`config.mk`:
```
export PLATFORM = sky130hd
export DESIGN_NAME = sync_clk_fast_to_slow_flat
export DESIGN_NICKNAME = d
export VERILOG_FILES = /design/src/rtl/sync_clk_fast_to_slow_if.sv /design/src/rtl/sync_clk_fast_to_slow.sv /design/src/flat_wrapper.sv
export SDC_FILE = /design/constraint.sdc
export NUM_CORES = 1
export LEC_CHECK = 0
export BUFFER_PORTS_ARGS = -buffer_cell sky130_fd_sc_hd__buf_2
export CORE_AREA = 2 2 39 41
export DETAILED_ROUTE_END_ITERATION = 10
export DIE_AREA = 0 0 41 43
export HOLD_SLACK_MARGIN = 0.05
export PLACE_DENSITY = 0.37
export SETUP_SLACK_MARGIN = 0.02
export SKIP_LAST_GASP = 1
export SLEW_MARGIN = 20
export SYNTH_ARGS = -nofsm -noshare
export SYNTH_HDL_FRONTEND = slang
export SYNTH_SLANG_ARGS = --single-unit
```
`constraint.sdc`:
```
create_clock -name clk -period 1.2 [get_ports clk]
set_input_delay 0.24 -clock clk [delete_from_list [all_inputs] [get_ports clk]]
set_output_delay 0.24 -clock clk [all_outputs]
set_load 0.05 [all_outputs]
```
`src/rtl/sync_clk_fast_to_slow_if.sv`:
```
// Purpose: bundles the pulse-synchronizer request/response signals between a fast-side
//          requester (master) and the synchronizer (slave).
// Ports:   signal_in (master->slave) pulse request; signal_out, busy, drop (slave->master).
interface sync_clk_fast_to_slow_if;
  logic signal_in;   // fast-side pulse request
  logic signal_out;  // slow-side pulse, one slow period per accepted request
  logic busy;        // request in flight; new requests are rejected
  logic drop;        // one-cycle flag for a rejected request

  modport master (
    output signal_in,
    input  signal_out,
    input  busy,
    input  drop
  );

  modport slave (
    input  signal_in,
    output signal_out,
    output busy,
    output drop
  );
endinterface

```
`src/rtl/sync_clk_fast_to_slow.sv`:
```
// Purpose: toggle-based pulse transfer from the fast clk rate to a slow_en-qualified slow domain.
// Latency: signal_out rises on the SYNC_STAGES-th slow_en edge after acceptance; busy clears SYNC_STAGES clk after it falls.
// Backpressure: busy blocks new requests; a request seen while busy is rejected and flagged on drop for one cycle.
// Ports: clk, rst (sync, active high), slow_en (slow tick),
//        bus.slave: signal_in -> signal_out, busy, drop.
module sync_clk_fast_to_slow #(
  parameter int SYNC_STAGES = 2  // synchronizer depth in both directions, >= 2
) (
  input  logic                   clk,
  input  logic                   rst,
  input  logic                   slow_en,
  sync_clk_fast_to_slow_if.slave bus
);

  // Fast side state
  logic                   req_tgl_q,  req_tgl_d;
  logic [SYNC_STAGES-1:0] ack_sync_q, ack_sync_d;
  logic                   drop_q,     drop_d;

  // Slow side state (only advances on slow_en)
  logic [SYNC_STAGES-1:0] sync_q,      sync_d;
  logic                   slow_prev_q, slow_prev_d;

  logic busy;
  logic accept;

  // A request is outstanding until the slow side's acknowledge toggle has
  // travelled back through the fast-side synchronizer and matches req_tgl.
  assign busy   = req_tgl_q ^ ack_sync_q[SYNC_STAGES-1];
  assign accept = bus.signal_in & ~busy;

  always_comb begin
    req_tgl_d   = req_tgl_q ^ accept;
    drop_d      = bus.signal_in & busy;
    // ack_tgl is slow_prev: it flips exactly when the slow pulse ends, so busy
    // covers the whole slow-side pulse plus the return synchronization.
    ack_sync_d  = {ack_sync_q[SYNC_STAGES-2:0], slow_prev_q};

    sync_d      = sync_q;
    slow_prev_d = slow_prev_q;
    if (slow_en) begin
      sync_d      = {sync_q[SYNC_STAGES-2:0], req_tgl_q};
      slow_prev_d = sync_q[SYNC_STAGES-1];
    end
  end

  always_ff @(posedge clk) begin
    if (rst) begin
      req_tgl_q   <= 1'b0;
      ack_sync_q  <= '0;
      drop_q      <= 1'b0;
      sync_q      <= '0;
      slow_prev_q <= 1'b0;
    end else begin
      req_tgl_q   <= req_tgl_d;
      ack_sync_q  <= ack_sync_d;
      drop_q      <= drop_d;
      sync_q      <= sync_d;
      slow_prev_q <= slow_prev_d;
    end
  end

  // Edge detect on the synchronized toggle: high for one full slow period.
  assign bus.signal_out = sync_q[SYNC_STAGES-1] ^ slow_prev_q;
  assign bus.busy       = busy;
  assign bus.drop       = drop_q;

endmodule

```
`src/flat_wrapper.sv`:
```
// flat-port wrapper written by rule: the top's interface ports become plain ports
module sync_clk_fast_to_slow_flat 
#(
  parameter int SYNC_STAGES = 2                                                
)
  (clk, rst, slow_en, bus_signal_in, bus_signal_out, bus_busy, bus_drop);
  sync_clk_fast_to_slow_if bus_i ();
  input  logic clk;
  input  logic rst;
  input  logic slow_en;
  input wire logic [$bits(bus_i.signal_in)-1:0] bus_signal_in;
  output wire logic [$bits(bus_i.signal_out)-1:0] bus_signal_out;
  output wire logic [$bits(bus_i.busy)-1:0] bus_busy;
  output wire logic [$bits(bus_i.drop)-1:0] bus_drop;
  assign bus_i.signal_in = bus_signal_in;
  assign bus_signal_out = bus_i.signal_out;
  assign bus_busy = bus_i.busy;
  assign bus_drop = bus_i.drop;
  sync_clk_fast_to_slow #(.SYNC_STAGES(SYNC_STAGES)) u_core (.clk(clk), .rst(rst), .slow_en(slow_en), .bus(bus_i));
endmodule
```
### Word-level counts from Yosys, hierarchy flattened

Index checks and enable logic that the tools add are counted.

| storage, ports and cells | value |
|---|---|
| memories | 0 |
| bits in latches | 0 |
| word-level logic and storage cells | 11 |
| bits in writable memories | 0 |
| flip-flop bits (word level) | 7 |
| ROM bits | 0 |

| cells by class | value |
|---|---|
| bitwise operators | 6 |
| reductions and logical operators | 0 |
| $lt $le $gt $ge | 0 |
| $mul | 0 |
| mux-type cells | 0 |
| shift operators | 0 |
| equality and inequality tests | 0 |
| div/mod/pow operators | 0 |
| $add $sub $neg | 0 |

Operators by type and width:

| cell | count |
|---|---|
| XOR 1 bit | 3 |
| bitwise AND 1 bit | 2 |
| inverter 1 bit | 1 |

### Depth between registers and ports, before layout

| depth | value |
|---|---|
| depth in word-level cells | 4 |
| gate-level depth with buffers | 2 |
| mapped depth without buffers | 2 |

### Least setup slack after synthesis

No wires, ideal clock.

| timing path | value |
|---|---|
| path type | register to register |
| start | register (tool-made name) |
| end | register u_core.drop_q, in the netlist u_core.bus.drop |
| period minus slack after synthesis | 1454 ps |
| setup time | 63 ps |
| data arrival time | 1391 ps |
| slack | -254 ps |
| path buffers | 0 |
| stages on the path, launching flop included | 3 |
| data required time | 1137 ps |
| path through | dfxtp_1 xor2_1 and3b_1 |

RTL lines:

| what | RTL line | text |
|---|---|---|
| end signal, assigned | sync_clk_fast_to_slow.sv:57 | `drop_q <= drop_d;` |
| end, declared | sync_clk_fast_to_slow.sv:18 | `logic drop_q, drop_d;` |

==> results by group <==
Pwr
  – Worst vdd ir: 0.000888 V
  – Seq pwr share: 0.478
  – Combinational fraction of design power: 0.111
  – PD cells: 1450 nW/um^2
  – Sw Share: 0.239
  – Power Internal: between 0.3 and 0.4 mW
  – Leakage power: between 0.15 and 0.2 nW
  – Clock power share: 0.411
  – Total net switching power: between 0.1 and 0.15 mW

Routing
  – DRC violations left: 0
  – Routed WL: 418 um
  – DR vias: 172
  – Final ANT Viol Nets: 0
  – Wire per inst: 8.71 um
  – 1st-iter DRT viols: 3
  – DR pass1 iterations: 2
  – Via density: about 3.6

GRT
  – Global-route wire length before repair: 779 um
  – Vias in the first global route: 187
  – Initial antenna violation count: 0
  – GRT Total Usage: 0.0736
  – GRT overflow: 0
  – Largest net degree at the start of global routing: 8

Synthesis
  – Most common cell in the synthesized netlist: dfxtp_1
  – Synth async-reset ratio: 0
  – EDFF count, synth: 0
  – Net Count, Synth: 24
  – Synth Cell Area: 231 um^2
  – Yosys cell types: 7
  – Synth cell count leaders: dfxtp_1 (7), nor2_1 (4), mux2i_1 (3), nor2b_1 (2), xor2_1 (2)
  – Top_reg_cell synth: dfxtp_1
  – Share of the synthesized area in the top cell type: 0.605
  – Synthesized instance count: 20
  – #FFs+latches synth: 7
  – Ranking of synthesized cells by area: dfxtp_1 (61%), mux2i_1 (13%), xor2_1 (7.6%)
  – Sequential area share after synthesis: 0.605
  – Warnings, synthesis: 0
  – Area leader, netlist: dfxtp_1
  – Synth Area per Inst: 11.6 um^2

Critical path
  – Critical Path End Type: primary output
  – CP Cell Sequence: xor2_2 -> buf_6
  – CP Max Fanout: 2
  – R2r endpoint: u_core.bus.drop
  – Startpoint types: register
  – Worst reg2reg path depth: 2
  – CP delay by family, top: flip-flops
  – Crit-path slowest cell: dfxtp_2
  – Worst path buffer plus inverter count: 1
  – CP arrival: 0.95 ns
  – Worst reg2reg setup slack: about 0.43 ns
  – WS Path Type: reg -> out
  – CP max stage delay: 0.33 ns
  – Critical path required time: 0.96 ns

Floorplanning
  – Die area: between 1500 and 2000 um^2
  – Core area: 1380 um^2
  – Io pins: 7
  – Die X: 41 um
  – FP Rows: 14
  – Initial Utilization: 0.167
  – Die Ht: approximately 43 um

STA
  – Final Hold Viols: 0
  – RSZ-0062 raised after global routing: true
  – Worst Slack Setup Final: 0.0131 ns
  – Final Cycle Share: 0.989
  – Actual slew at the worst max-slew pin: roughly 0.25 ns
  – Hold slack: ~0.19 ns
  – Max Slew Vio Count: 0
  – Slew headroom: 0.836
  – Crit path time final: 1.19 ns
  – Max Fclk: 0.843 GHz
  – Endpoints failing setup: 0
  – Setup TNS: 0 ns
  – Fin Clk Skew: ~0.0054 ns

Clock network
  – Clk slew on worst S/H paths: roughly 0.050 ns
  – CTS tree: done
  – # hold bufs at CTS: 0
  – Clk Latency, worst-skew pair: 0.25 ns
  – Root Buffer: clkbuf_4
  – Clock buffer count from CTS: 3
  – Number of H-tree levels: 1
  – CTS Sinks: 7
  – CTS Buffer Depth: 2

Cells and area
  – Area Growth Syn to Fin: 53.5%
  – Core Util, Final: 0.257
  – Share of layout cells above drive strength 1: 0.531
  – Fin nets: 37
  – N_diodes: 0
  – Finished Layout Cells: between 40 and 50

Place
  – Gpl congestion: 0.569
  – PortBufs: 6
  – Dpl ws: 0.130 ns
  – Dpl cells: 42

Min path
  – Hold path depth: 2
  – Min-delay src: bus_signal_in
  – Path type of the worst min-delay path: in -> reg

Run
  – Max-cap viol count: 0

Run status
  – Status: finished, final reports clean
per-stage QoR:
stage	instance area (um^2)	power [mW]
floorplan	246	0.281
global placement	297	0.297
detailed placement	297	0.298
CTS	355	0.527
global route	355	0.549
finish	355	0.514
cell families (layout without fill, tap and decap cells):
group,count (synthesis),in the layout,share of synthesized area
xor+xnor,2,2,0.0757
buf+inv,0,12,0
simple gates,7,7,0.157
flops,7,7,0.605
mux,3,3,0.130
compound gates,1,1,0.0324
cell type report:
class / instances / area, um^2
tap: 16 / 20.0
sequential: 7 / 145
multi-input combinational: 13 / 106
clock buffer: 4 / 26.3
fill: 149 / 1030
timing repair buffer: 8 / 57.6
worst max-delay path by stage:
| stage | slack, ns | from | cells after the start | endpoint |
|---|---|---|---|---|
| final | 0.01 | register | 2 | bus_busy |
| after global routing | -0.06 | u_core.ack_sync_q[1] | 2 | bus_busy |
| after CTS | -0.007 | register | 2 | bus_busy |
| after detailed placement | 0.13 | register | 2 | bus_busy |
| after global placement | 0.16 | register | 2 | bus_busy |
| after floorplan | 0.02 | register | 2 | u_core.bus.drop |
placed cells by master, fill, tap and decap left out:
master,n
dfxtp_2,4
nor2_1,4
and3b_1,1
xor2_2,2
nor2b_1,2
clkbuf_1,1
mux2i_1,3
buf_4,2
clkbuf_4,3
a211oi_1,1
dfxtp_1,3
buf_2,4
buf_6,2
layer usage:
layer,global-route usage,vias to the layer above,wire length [um]
li1,-,88,-
met1,0.0814,74,187
met2,0.0844,10,172
met3,0.0942,0,58
met4,0.0200,0,0
met5,0,-,0
repair_timing:
item,4_1_cts,5_1_grt
setup endpoints to repair,2,2
setup buffers,2,0
gates cloned,0,0
gates resized for setup,8,0
pin swaps,1,2
power groups by stage:
| stage | combinational, mW | sequential (mW) | clock [mW] |
|---|---|---|---|
| after floorplan | 0.0267 | 0.254 | 0 |
| after global placement | 0.0460 | 0.251 | 0 |
| after detailed placement | 0.0467 | 0.251 | 0 |
| after CTS | 0.0576 | 0.246 | 0.224 |
| after global routing | 0.0629 | 0.246 | 0.240 |
| final | 0.0571 | 0.246 | 0.212 |
Note: power is estimated with default switching activity, not from simulation.
